File: config.mk
export PLATFORM = sky130hd
export DESIGN_NAME = rv64g_issue_scheduler_flat
export DESIGN_NICKNAME = d
export VERILOG_FILES = /design/src/rtl/rv64g_issue_scheduler_if.sv /design/src/rtl/rv64g_issue_scheduler.sv /design/src/flat_wrapper.sv
export SDC_FILE = /design/constraint.sdc
export NUM_CORES = 1
export LEC_CHECK = 0
export CAP_MARGIN = 40
export CORE_UTILIZATION = 53
export CTS_BUF_LIST = sky130_fd_sc_hd__clkbuf_8
export DETAILED_ROUTE_END_ITERATION = 8
export PLACE_DENSITY_LB_ADDON = 0.3
export SYNTH_ARGS = -nofsm -noshare
export SYNTH_HDL_FRONTEND = slang
export SYNTH_SLANG_ARGS = --single-unit
File: constraint.sdc
create_clock -name clk_i -period 10.65 [get_ports clk_i]
set_input_delay 1.5975 -clock clk_i [delete_from_list [all_inputs] [get_ports clk_i]]
set_output_delay 1.5975 -clock clk_i [all_outputs]
set_load 0.02 [all_outputs]
File: src/rtl/rv64g_issue_scheduler_if.sv
// rv64g_issue_scheduler_if: scheduler bus (flush, input handshake with regs mask, register locks, output handshake, occupancy count); slave = scheduler, master = driver
interface rv64g_issue_scheduler_if #(parameter int NOS = 4, parameter int NR = 32, parameter int DW = 64);
  logic                       clear_i;
  logic [DW-1:0]              instr_in_i;
  logic [NR-1:0]              instr_in_regs_i;
  logic                       instr_in_valid_i;
  logic                       instr_in_ready_o;
  logic [NR-1:0]              locks_i;
  logic [DW-1:0]              instr_out_o;
  logic                       instr_out_valid_o;
  logic                       instr_out_ready_i;
  logic [$clog2(NOS+1)-1:0]   count_o;
  modport slave (
    input  clear_i, instr_in_i, instr_in_regs_i, instr_in_valid_i, locks_i, instr_out_ready_i,
    output instr_in_ready_o, instr_out_o, instr_out_valid_o, count_o
  );
  modport master (
    output clear_i, instr_in_i, instr_in_regs_i, instr_in_valid_i, locks_i, instr_out_ready_i,
    input  instr_in_ready_o, instr_out_o, instr_out_valid_o, count_o
  );
endinterface

File: src/rtl/rv64g_issue_scheduler.sv
// rv64g_issue_scheduler: age-ordered slot buffer issuing the oldest hazard-free instruction; ports clk_i, rst_i (sync high) and bus (slave: flush, in/out valid-ready, locks, count)
module rv64g_issue_scheduler #(
  parameter int NOS = 4,
  parameter int NR  = 32,
  parameter int DW  = 64
) (
  input logic clk_i,
  input logic rst_i,
  rv64g_issue_scheduler_if.slave bus
);
  localparam int CW = $clog2(NOS+1);
  localparam int SW = $clog2(NOS);
  logic [DW-1:0] pay_q [NOS];
  logic [DW-1:0] pay_d [NOS];
  logic [NR-1:0] regs_q [NOS];
  logic [NR-1:0] regs_d [NOS];
  logic [CW-1:0] cnt_q, cnt_d, base;
  logic [NR-1:0] older;
  logic [SW-1:0] sel;
  logic found, issue, accept;
  always_comb begin
    older = '0;
    found = 1'b0;
    sel   = '0;
    for (int k = 0; k < NOS; k++)
      if (CW'(k) < cnt_q) begin
        if (!found && ~|(regs_q[k] & (bus.locks_i | older))) begin
          found = 1'b1;
          sel   = SW'(k);
        end
        older |= regs_q[k];
      end
  end
  assign bus.instr_out_valid_o = found && !bus.clear_i && !rst_i;
  assign bus.instr_out_o       = bus.instr_out_valid_o ? pay_q[sel] : '0;
  assign bus.instr_in_ready_o  = (cnt_q < CW'(NOS)) && !bus.clear_i && !rst_i;
  assign bus.count_o           = cnt_q;
  assign issue  = bus.instr_out_valid_o && bus.instr_out_ready_i;
  assign accept = bus.instr_in_valid_i && bus.instr_in_ready_o;
  assign base   = cnt_q - CW'(issue);
  assign cnt_d  = base + CW'(accept);
  always_comb begin
    for (int k = 0; k < NOS; k++) begin
      pay_d[k]  = (issue && k >= int'(sel)) ? pay_q[k < NOS-1 ? k+1 : k]  : pay_q[k];
      regs_d[k] = (issue && k >= int'(sel)) ? regs_q[k < NOS-1 ? k+1 : k] : regs_q[k];
      if (accept && CW'(k) == base) begin
        pay_d[k]  = bus.instr_in_i;
        regs_d[k] = bus.instr_in_regs_i;
      end
    end
  end
  always_ff @(posedge clk_i) begin
    cnt_q  <= (rst_i || bus.clear_i) ? '0 : cnt_d;
    pay_q  <= pay_d;
    regs_q <= regs_d;
  end
endmodule
File: src/flat_wrapper.sv
// flat-port wrapper written by rule: the top's interface ports become plain ports
module rv64g_issue_scheduler_flat 
#(
  parameter int NOS = 4,
  parameter int NR  = 32,
  parameter int DW  = 64
)
  (clk_i, rst_i, bus_clear_i, bus_instr_in_i, bus_instr_in_regs_i, bus_instr_in_valid_i, bus_locks_i, bus_instr_out_ready_i, bus_instr_in_ready_o, bus_instr_out_o, bus_instr_out_valid_o, bus_count_o);
  rv64g_issue_scheduler_if #(.NOS(NOS), .NR(NR), .DW(DW)) bus_i ();
  input logic clk_i;
  input logic rst_i;
  input wire logic [$bits(bus_i.clear_i)-1:0] bus_clear_i;
  input wire logic [$bits(bus_i.instr_in_i)-1:0] bus_instr_in_i;
  input wire logic [$bits(bus_i.instr_in_regs_i)-1:0] bus_instr_in_regs_i;
  input wire logic [$bits(bus_i.instr_in_valid_i)-1:0] bus_instr_in_valid_i;
  input wire logic [$bits(bus_i.locks_i)-1:0] bus_locks_i;
  input wire logic [$bits(bus_i.instr_out_ready_i)-1:0] bus_instr_out_ready_i;
  output wire logic [$bits(bus_i.instr_in_ready_o)-1:0] bus_instr_in_ready_o;
  output wire logic [$bits(bus_i.instr_out_o)-1:0] bus_instr_out_o;
  output wire logic [$bits(bus_i.instr_out_valid_o)-1:0] bus_instr_out_valid_o;
  output wire logic [$bits(bus_i.count_o)-1:0] bus_count_o;
  assign bus_i.clear_i = bus_clear_i;
  assign bus_i.instr_in_i = bus_instr_in_i;
  assign bus_i.instr_in_regs_i = bus_instr_in_regs_i;
  assign bus_i.instr_in_valid_i = bus_instr_in_valid_i;
  assign bus_i.locks_i = bus_locks_i;
  assign bus_i.instr_out_ready_i = bus_instr_out_ready_i;
  assign bus_instr_in_ready_o = bus_i.instr_in_ready_o;
  assign bus_instr_out_o = bus_i.instr_out_o;
  assign bus_instr_out_valid_o = bus_i.instr_out_valid_o;
  assign bus_count_o = bus_i.count_o;
  rv64g_issue_scheduler #(.NOS(NOS), .NR(NR), .DW(DW)) u_core (.clk_i(clk_i), .rst_i(rst_i), .bus(bus_i));
endmodule
Word level (Yosys, flattened, before mapping) --
Cells that the tools add are included.
Cells by class: multiplexer cells 33, reductions and logical operators 33, shift-type cells 0, div/mod/pow operators 0, eq/ne operators 3, multiply operators 0, add/sub/neg operators 2, bitwise gates (word level) 10, magnitude comparators 9
Operator list (count):
- $mux 64 | 9
- $mux 32 | 9
- $or 32x32->32 | 5
- $and 32x32->32 | 4
- $bmux 64 s2 | 1
- $reduce_or 32->1 | 4
- $logic_and 1x1->1 | 16
- $mux 2 | 5
- $mux 1 | 9
- $logic_not 1->1 | 8
- $eq 2x3->1 const A | 2
- $lt 1x3->1 const A | 2
- $lt 2x3->1 const A | 2
- $reduce_bool 2->1 | 3
- $ge 1x2->1 const A | 2
- $add 3x1->3 | 1
- $eq 1x3->1 const A | 1
- $ge 3x3->1 const B | 1
- $logic_not 3->1 | 1
- $lt 3x3->1 const B | 1
- $not 2->3 | 1
- $sub 3x1->3 | 1
- $ge 2x2->1 const A | 1
- $logic_or 1x1->1 | 1
Storage, ports and cells: memories 0, word-level logic and storage cells 99, bits in read-only memories 0, RAM bits 0, register bits 387, bits in latches 0, input port bits 133, output and inout port bits 69

Logic depth before layout (Yosys ltp) --
Gate-level depths: netlist of the first run.
depth after elaboration 24, gate-level depth with buffers 20, gate-level depth less buffers 15

Least setup slack after synthesis of the first run --
No wires, ideal clock.
path type in2reg, start point input bus_locks_i[7], end point register u_core.pay_q[0] in the netlist's numbering, enable pin, stages on the path 11, library setup time 0.669 ns, slack -0.659 ns, data arrival time 10.641 ns, path buffers 0, cell sequence a22o_1 > a221oi_1 > o221ai_1 > or4_1 > or4_4 > nor2_2 > o31a_1 > and2_1 > ha_1 > ha_1 > nor3_1
On the way: cells in the longest elaborated chain, start to end 22, elaborated cells on any way between the ends 34, those cells by class add/sub (1); eq/ne (1); mux (8); bitwise (7); reduce/logical (17)
Ends and longest elaborated chain:
- start, declared | line flat_wrapper.sv:16 | input wire logic [$bits(bus_i.locks_i)-1:0] bus_locks_i;
- $and 32x32->32 | line rv64g_issue_scheduler.sv:27 | if (!found && ~|(regs_q[k] & (bus.locks_i | older))) begin
- $reduce_or 32->1 | line rv64g_issue_scheduler.sv:27
- $mux 1 | line rv64g_issue_scheduler.sv:27
- $mux 1 | line rv64g_issue_scheduler.sv:26 | if (CW'(k) < cnt_q) begin
- $logic_not 1->1 | line rv64g_issue_scheduler.sv:27
- $logic_and 1x1->1 | line rv64g_issue_scheduler.sv:27
- $mux 1 | line rv64g_issue_scheduler.sv:27
- $mux 1 | line rv64g_issue_scheduler.sv:26
- (+6 left out)
- $mux 1 | line rv64g_issue_scheduler.sv:27
- $mux 1 (*) | line rv64g_issue_scheduler.sv:26
- $logic_and 1x1->1 (*) (2 in a row) | line rv64g_issue_scheduler.sv:34 | assign bus.instr_out_valid_o = found && !bus.clear_i && !rst_i;
- net bus_instr_out_valid_o | line flat_wrapper.sv:20 | output wire logic [$bits(bus_i.instr_out_valid_o)-1:0] bus_instr_out_valid_o;
- $logic_and 1x1->1 (*) | line rv64g_issue_scheduler.sv:38 | assign issue = bus.instr_out_valid_o && bus.instr_out_ready_i;
- $sub 3x1->3 (*) | line rv64g_issue_scheduler.sv:40 | assign base = cnt_q - CW'(issue);
- $eq 2x3->1 (*) | line rv64g_issue_scheduler.sv:46 | if (accept && CW'(k) == base) begin
- $logic_and 1x1->1 (*) | line rv64g_issue_scheduler.sv:46
- end signal, assigned | line rv64g_issue_scheduler.sv:54 | pay_q <= pay_d;
- end, declared | line rv64g_issue_scheduler.sv:13 | logic [DW-1:0] pay_q [NOS];
Mark *: on every way through the listed nets, which the timed path passes. The rest lies on a longest branch. A chain may end at the register's enable or synchronous reset.

Final worst setup path of the first run --
start point input bus_locks_i[15], end point output bus_instr_out_o[10]
On the way: cells in the longest elaborated chain, start to end 21, elaborated cells on any way between the ends 41, those cells by class mux (18); bitwise (8); reduce/logical (15)
Ends and longest elaborated chain:
- $and 32x32->32 | line rv64g_issue_scheduler.sv:27
- $reduce_or 32->1 | line rv64g_issue_scheduler.sv:27
- $mux 1 | line rv64g_issue_scheduler.sv:27
- $mux 1 | line rv64g_issue_scheduler.sv:26
- $logic_not 1->1 | line rv64g_issue_scheduler.sv:27
- $logic_and 1x1->1 | line rv64g_issue_scheduler.sv:27
- $mux 1 | line rv64g_issue_scheduler.sv:27
- $mux 1 | line rv64g_issue_scheduler.sv:26
- (+4 left out)
- $logic_not 1->1 | line rv64g_issue_scheduler.sv:27
- $logic_and 1x1->1 | line rv64g_issue_scheduler.sv:27
- $mux 2 | line rv64g_issue_scheduler.sv:27
- $mux 2 | line rv64g_issue_scheduler.sv:26
- $not 2->3 (implied by the code) | line rv64g_issue_scheduler.sv:35 | assign bus.instr_out_o = bus.instr_out_valid_o ? pay_q[sel] : '0;
- $bmux 64 s2 | line rv64g_issue_scheduler.sv:35
- $mux 64 (implied by the code) (2 in a row) | line rv64g_issue_scheduler.sv:35
- $mux 64 (*) | line rv64g_issue_scheduler.sv:35
- end, declared | line flat_wrapper.sv:19 | output wire logic [$bits(bus_i.instr_out_o)-1:0] bus_instr_out_o;
Mark *: on every way between the ends. The rest lies on a longest branch, timed or not. The select of a mux whose other input is x is not followed.

==> key figures, run 1 <==
STA
  – Final worst slack: 2.747 ns
  – Final Cycle Share: 74.20%
  – Final Setup Violations: 0
  – Final Skew: 0.04888 ns
  – Max-slew violation count: 0
  – FMAX: 126.5 MHz
  – Unrepaired setup endpoints after global routing: false
  – Slew margin rel.: 37.77%
  – Final hold vios: 0
  – Final worst path period need: 7.903 ns
  – Setup_tns: 0 ns
  – Slew of the pin with the lowest slew margin: 0.9335 ns

Die
  – Die height: 192.3 um
  – Site Rows: 69
  – Die width: 192.3 um
  – Core ar.: 0.03557 mm^2
  – Die area: 0.03697 mm^2
  – Io pins: 202
  – Initial Util: 53.95%

Global routing
  – Number of global-route vias before repair: 13,057
  – Pin count of the biggest net entering global routing: 65
  – Initial antenna violation count: 1
  – Total track usage: 31.58%
  – First-pass GRT wire length: 85,370 um
  – GRT overflow: 0

Critical path
  – CP startpoint kind: primary input
  – Crit-path max FO: 41
  – Setup CP Type: in -> out
  – R2r endpoint: u_core.regs_q[71]
  – CP Data Arrival Time: 6.31 ns
  – Crit-path slowest cell: buf_4
  – Crit path cell chain: clkdlybuf4s50_1, a22o_1, a221oi_1, o221ai_1, or4_1, or4_4, o211a_1, o21ai_4, buf_4, mux2i_1, o22ai_1, clkdlybuf4s50_1
  – Worst R2R Start: u_core.bus.count_o[0]
  – Critical Path Sink Type: output pin
  – Critical path's most frequent cell: clkdlybuf4s50_1
  – WP data required: 9.05 ns
  – Worst R2R Setup Slack: 4.21 ns
  – Reg2reg path depth: 17
  – Slowest Stage Delay on Critical Path: 0.68 ns

Min path
  – Hold Path Depth: 1
  – Hold Crit Class: reg -> reg
  – Hold path endpoint: u_core.pay_q[201]
  – Hold Crit Start: u_core.pay_q[137]

Routing
  – Routed len/inst: 29.03 um
  – DR DRC count: 0
  – Via count: 13,094
  – Total Wirelength: 58,090 um
  – Vias/cell: 6.544
  – Starting DRC count in detailed routing: 1,420
  – Antenna Nets Post-Route: 0
  – Drt pass-1 iters: 9

Yosys
  – Ys Warns: 0
  – Post-Syn Area: 0.01919 mm^2
  – Post-synth EDFFs: 384
  – Number of library cell types mapped by synthesis: 70
  – Avg Inst Size Synth: 15.09 um^2
  – Async set-reset flop share out of synthesis: 0%
  – Synthesized Nets: 1,408
  – Yosys reg bits: 387
  – Dominant synthesized flop cell: edfxtp_1
  – Cells after synthesis: 1,272
  – Share of the yosys chip area belonging to registers: 60.40%

Clock tree
  – Clock transition at the registers of the reported paths: 0.07 ns
  – CTS Buf Count: 60
  – Clock root cell: clkbuf_8
  – Clk sinks: 387
  – Max clock buf depth: 3
  – CTS tree: yes
  – Post-CTS setup repair buffer count: 0
  – Post-CTS sizing: 0
  – H-tree levels: 2
  – Hold bufs inserted after CTS: 0
  – Worst-Skew Late Latency: 0.67 ns

Final layout
  – Commonest non-fill, non-tap cells in the layout: 384 x edfxtp_1, 281 x mux2_2, 201 x clkdlybuf4s50_1
  – Commonest non-fill, non-tap cell in the layout: edfxtp_1
  – Final net count: 1,627
  – Fillers: 2,694
  – Proportion of layout cells with a drive suffix above 1: 26.12%
  – Fin cells: 2,001
  – Area delta synth->final: 19.51%

Power and ir drop
  – Power per cell area: 133.0 mW/mm^2
  – P_int: 0.002383 W
  – Leak Pwr: 7.969 nW
  – Register share of total power: 55.2%
  – Logic pwr share: 5.0%
  – Sw frac: 21.86%
  – Maximum VDD drop: 0.0001119 V
  – Switch Pwr: 0.0006669 W
  – Clk pwr share: 39.8%

Place
  – Post-Place Worst Slack: 2.788 ns
  – Port Buffers: 201
  – HPWL Detailed: 38,990 um
  – GPL Wtd Cong: 1.060
  – Inst Count DP: 1,890

Flow run
  – Max-Cap Viols: 0

Outcome
  – Run status: completed
[cell families (layout without fill, tap and decap cells)]
| group | after synthesis | count (layout) | synth area share [%] |
|---|---|---|---|
| multiplexers | 416 | 416 | 23.58 |
| XOR/XNOR | 2 | 2 | 0.09129 |
| AND/OR/NAND/NOR | 116 | 116 | 3.377 |
| flip-flops | 387 | 387 | 60.40 |
| adder cells (fa/ha/maj) | 3 | 3 | 0.1956 |
| AO/OA/AOI/OAI | 266 | 266 | 10.01 |
| other | 0 | 1 | 0 |
| buffers and inverters | 82 | 349 | 2.347 |
[flip-flops by register name, indices dropped and copies added (netlist names)]
register,flops
u_core.pay_q,256
u_core.regs_q,128
u_core.bus.count_o,3
[stage by stage]
step / util, % / area, um^2 / hold slack [ns] / total power, W
global placement: 60.79 / 21620 / 0.5444 / 0.001862
detailed placement: 61.20 / 21770 / 0.5562 / 0.001864
floorplan: - / 19200 / 0.5345 / 0.001764
global route: 64.48 / 22930 / 0.5617 / 0.003147
CTS: 64.48 / 22930 / 0.5263 / 0.003077
finish: 64.48 / 22940 / 0.5355 / 0.003050
[layout make-up]
class / instances / area [um^2] / share of cell area (%)
diodes: 1 / 2.502 / 0.01091
clock buffers: 61 / 839.6 / 3.660
clock inverters: 49 / 326.6 / 1.424
inverters: 12 / 45.04 / 0.1964
multi-input cells: 803 / 7247 / 31.60
flip-flops and latches: 387 / 11590 / 50.54
well taps: 461 / 576.8 / 2.515
repair buffers: 227 / 2307 / 10.06
[synth_stat cells, drive strengths merged, types with 12 or more instances]
cell | number | area, um^2
o22ai | 66 | 412.9
buf | 27 | 244.0
nand4 | 19 | 118.9
mux2i | 128 | 1281
a22oi | 46 | 345.3
nor2 | 15 | 58.81
a221oi | 15 | 131.4
o21ai | 23 | 118.9
inv | 12 | 45.04
a21oi | 20 | 100.1
a22o | 20 | 175.2
edfxtp | 384 | 11530
mux2 | 288 | 3243
a222oi | 12 | 120.1
clkbuf | 43 | 161.4
nand2 | 30 | 112.6
[worst max-delay path by stage]
| stage | to | cells past startpoint | startpoint | slack [ns] |
|---|---|---|---|---|
| 2_1_floorplan | u_core.pay_q[192] | 4 | bus_locks_i[10] | 0.85 |
| 6_report | bus_instr_out_o[10] | 12 | bus_locks_i[15] | 2.75 |
| 3_3_place_gp | bus_instr_out_o[63] | 12 | bus_locks_i[15] | 2.78 |
| 3_5_place_dp | bus_instr_out_o[63] | 12 | bus_locks_i[15] | 2.79 |
| 4_1_cts | bus_instr_out_o[63] | 12 | bus_locks_i[15] | 2.77 |
| 5_1_grt | bus_instr_out_o[63] | 12 | bus_locks_i[15] | 2.56 |
[routing by layer]
layer  wire length, um  GRT usage [%]  part of all wire (%)
met2             26060          46.56                    45
met3              4978          5.983                   8.6
met4              1816          11.87                   3.1
met5                 0              0                     0
met1             25240          46.28                    43
[critical path, delay by kind of cell]
kind | cells | cell delay, ns
buf+inv | 3 | 1.94
compound gates | 6 | 1.39
simple gates | 2 | 1.17
mux | 1 | 0.16
[power by group through the flow]
stage	clock network [W]	registers, W	logic [W]
2_1_floorplan	0	0.00171	0.0000514
3_3_place_gp	0	0.00171	0.000148
3_5_place_dp	0	0.00171	0.000150
4_1_cts	0.00124	0.00168	0.000151
5_1_grt	0.00130	0.00168	0.000161
6_report	0.00121	0.00168	0.000153
Note: power is estimated with default switching activity, not from simulation.
==> run 2: changes to the inputs <==
--- a/config.mk
+++ b/config.mk
@@ -6,7 +6,7 @@
 export NUM_CORES = 1
 export LEC_CHECK = 0
 export CAP_MARGIN = 40
-export CORE_UTILIZATION = 53
+export CORE_UTILIZATION = 55
 export CTS_BUF_LIST = sky130_fd_sc_hd__clkbuf_8
 export DETAILED_ROUTE_END_ITERATION = 8
 export PLACE_DENSITY_LB_ADDON = 0.3
==> constraint.sdc (replaced) <==
create_clock -name clk_i -period 8.1 [get_ports clk_i]
set_input_delay 1.215 -clock clk_i [delete_from_list [all_inputs] [get_ports clk_i]]
set_output_delay 1.215 -clock clk_i [all_outputs]
set_load 0.02 [all_outputs]
==> key figures, run 2 (synthesis results as in run 1) <==
Outcome
  – Run status: completed

Die
  – Die area: 0.03564 mm^2
  – Die width: 188.8 um
  – Initial Util: 55.69%
  – Die height: 188.8 um
  – Io pins: 202
  – Core ar.: 0.03446 mm^2
  – Site Rows: 68

Final layout
  – Inserted Diodes: 0
  – Proportion of layout cells with a drive suffix above 1: 25.50%
  – Final net count: 1,629
  – Area delta synth->final: 18.75%
  – Largest Register: u_core.pay_q
  – Max reg flops: 256
  – Commonest non-fill, non-tap cell in the layout: edfxtp_1
  – Footprint of the multi-input gates: 0.007237 mm^2
  – Seq. cell area: 0.01159 mm^2
  – Commonest non-fill, non-tap cells in the layout: 384 x edfxtp_1, 281 x mux2_2, 201 x clkdlybuf4s50_1
  – Fillers: 2,531

Critical path
  – Crit-path max FO: 35
  – Critical path's most frequent cell: buf_4
  – Reg2reg path depth: 16
  – Crit path cell chain: or2_1, buf_4, a31oi_1, nand4_1, or3b_2, or4_4, nor2_2, nor2_1, or3_2, buf_4, o22ai_1, clkdlybuf4s50_1
  – WP data required: 6.88 ns
  – Crit path max-delay family: simple AND/OR/NAND/NOR gates
  – CP startpoint kind: flop
  – Worst R2R Start: u_core.bus.count_o[0]
  – Slowest Stage Delay on Critical Path: 0.80 ns
  – Critical Path Sink Type: output pin
  – Crit-path slowest cell: or3_2
  – WP depth: 12
  – Critical path buffer and inverter count: 3
  – Worst R2R Setup Slack: 2.24 ns
  – CP startpoint: u_core.bus.count_o[1]
  – Setup crit end: bus_instr_out_o[3]
  – Setup CP Type: reg -> out
  – R2r endpoint: u_core.regs_q[114]
  – CP Data Arrival Time: 5.89 ns

Global routing
  – GRT Max-Usage Layer: met2
  – Met3 Use GR: 7.040%
  – Met2 usage: 50.13%
  – Total track usage: 32.49%
  – Pin count of the biggest net entering global routing: 97
  – First-pass GRT wire length: 85,890 um
  – Met1 usage: 45.22%
  – Number of global-route vias before repair: 13,281
  – GRT overflow: 0
  – Initial antenna violation count: 2

Routing
  – Routed len/inst: 29.18 um
  – Vias/cell: 6.621
  – Antenna Nets Post-Route: 0
  – Drt pass-1 iters: 7
  – DR DRC count: 0
  – Starting DRC count in detailed routing: 1,486
  – Via count: 13,189
  – Total Wirelength: 58,130 um

STA
  – Setup_tns: 0 ns
  – Max-slew violation count: 0
  – Unrepaired setup endpoints after global routing: false
  – Final Cycle Share: 87.67%
  – Final Hold Slack: 0.5626 ns
  – Final Setup Violations: 0
  – Final worst path period need: 7.101 ns
  – Final Skew: 0.04250 ns
  – Final hold vios: 0
  – Slew margin rel.: 43.45%
  – FMAX: 140.8 MHz
  – Slew of the pin with the lowest slew margin: 0.8482 ns

Min path
  – Hold Crit Class: reg -> reg

Place
  – GPL Wtd Cong: 1.035
  – Port Buffers: 201
  – HPWL Detailed: 39,580 um

Power and ir drop
  – Power per cell area: 170.6 mW/mm^2
  – Leak Pwr: 7.937 nW
  – Maximum VDD drop: 0.0001514 V

Clock tree
  – Max clock buf depth: 3
  – Worst-Skew Late Latency: 0.67 ns
  – CTS Buf Count: 61
  – Clk sinks: 387
  – Hold bufs inserted after CTS: 0
  – H-tree levels: 2
  – Post-CTS setup repair buffer count: 0
  – Post-CTS sizing: 0
  – Clock transition at the registers of the reported paths: 0.06 ns
  – Clock root cell: clkbuf_8
  – CTS tree: yes

Flow run
  – Max-Cap Viols: 0
==> run 2: cell type report <==
type | count | share of cell area, %
Timing Repair Buffer | 228 | 10.04
Multi-Input combinational cell | 803 | 31.76
Sequential cell | 387 | 50.86
Clock inverter | 46 | 0.9663
Tap cell | 455 | 2.498
Inverter | 12 | 0.1976
Clock buffer | 61 | 3.684
==> run 2: worst min path at each step <==
| stage | start | to | slack [ns] | depth (start not counted) |
|---|---|---|---|---|
| finish | u_core.pay_q[113] | u_core.pay_q[177] | 0.56 | 1 |
| global route | u_core.pay_q[95] | u_core.pay_q[159] | 0.58 | 1 |
| CTS | u_core.pay_q[113] | u_core.pay_q[177] | 0.56 | 1 |
| detailed placement | u_core.pay_q[3] | u_core.pay_q[67] | 0.56 | 1 |
| global placement | u_core.pay_q[4] | u_core.pay_q[68] | 0.54 | 1 |
| floorplan | u_core.pay_q[63] | u_core.pay_q[127] | 0.53 | 1 |
==> run 2: metal layers <==
layer / up-vias / part of all wire (%)
li1: 5697 / -
met1: 6696 / 42
met2: 656 / 46
met3: 140 / 8.9
met4: 0 / 3.5
met5: - / 0
==> run 2: where the power goes <==
part | leakage, nW | total (W) | switching, W | internal (W)
logic | 3.81 | 0.000199 | 0.0000999 | 0.0000991
registers | 3.49 | 0.00221 | 0.0000124 | 0.00220
clock network | 0.632 | 0.00148 | 0.000747 | 0.000729
total | 7.94 | 0.00389 | 0.000859 | 0.00303
==> run 2: metrics by stage <==
stage	worst slack (ns)	cell area (um^2)	util, %	total power [W]	std cells
after floorplan	-0.1724	19200	-	0.002318	1272
after global placement	1.155	21700	62.99	0.002448	1883
after detailed placement	1.076	21730	63.06	0.002449	1885
after CTS	1.042	22790	66.14	0.003920	1992
after global routing	0.8859	22790	66.14	0.004016	1992
final	0.9987	22790	66.14	0.003887	1992
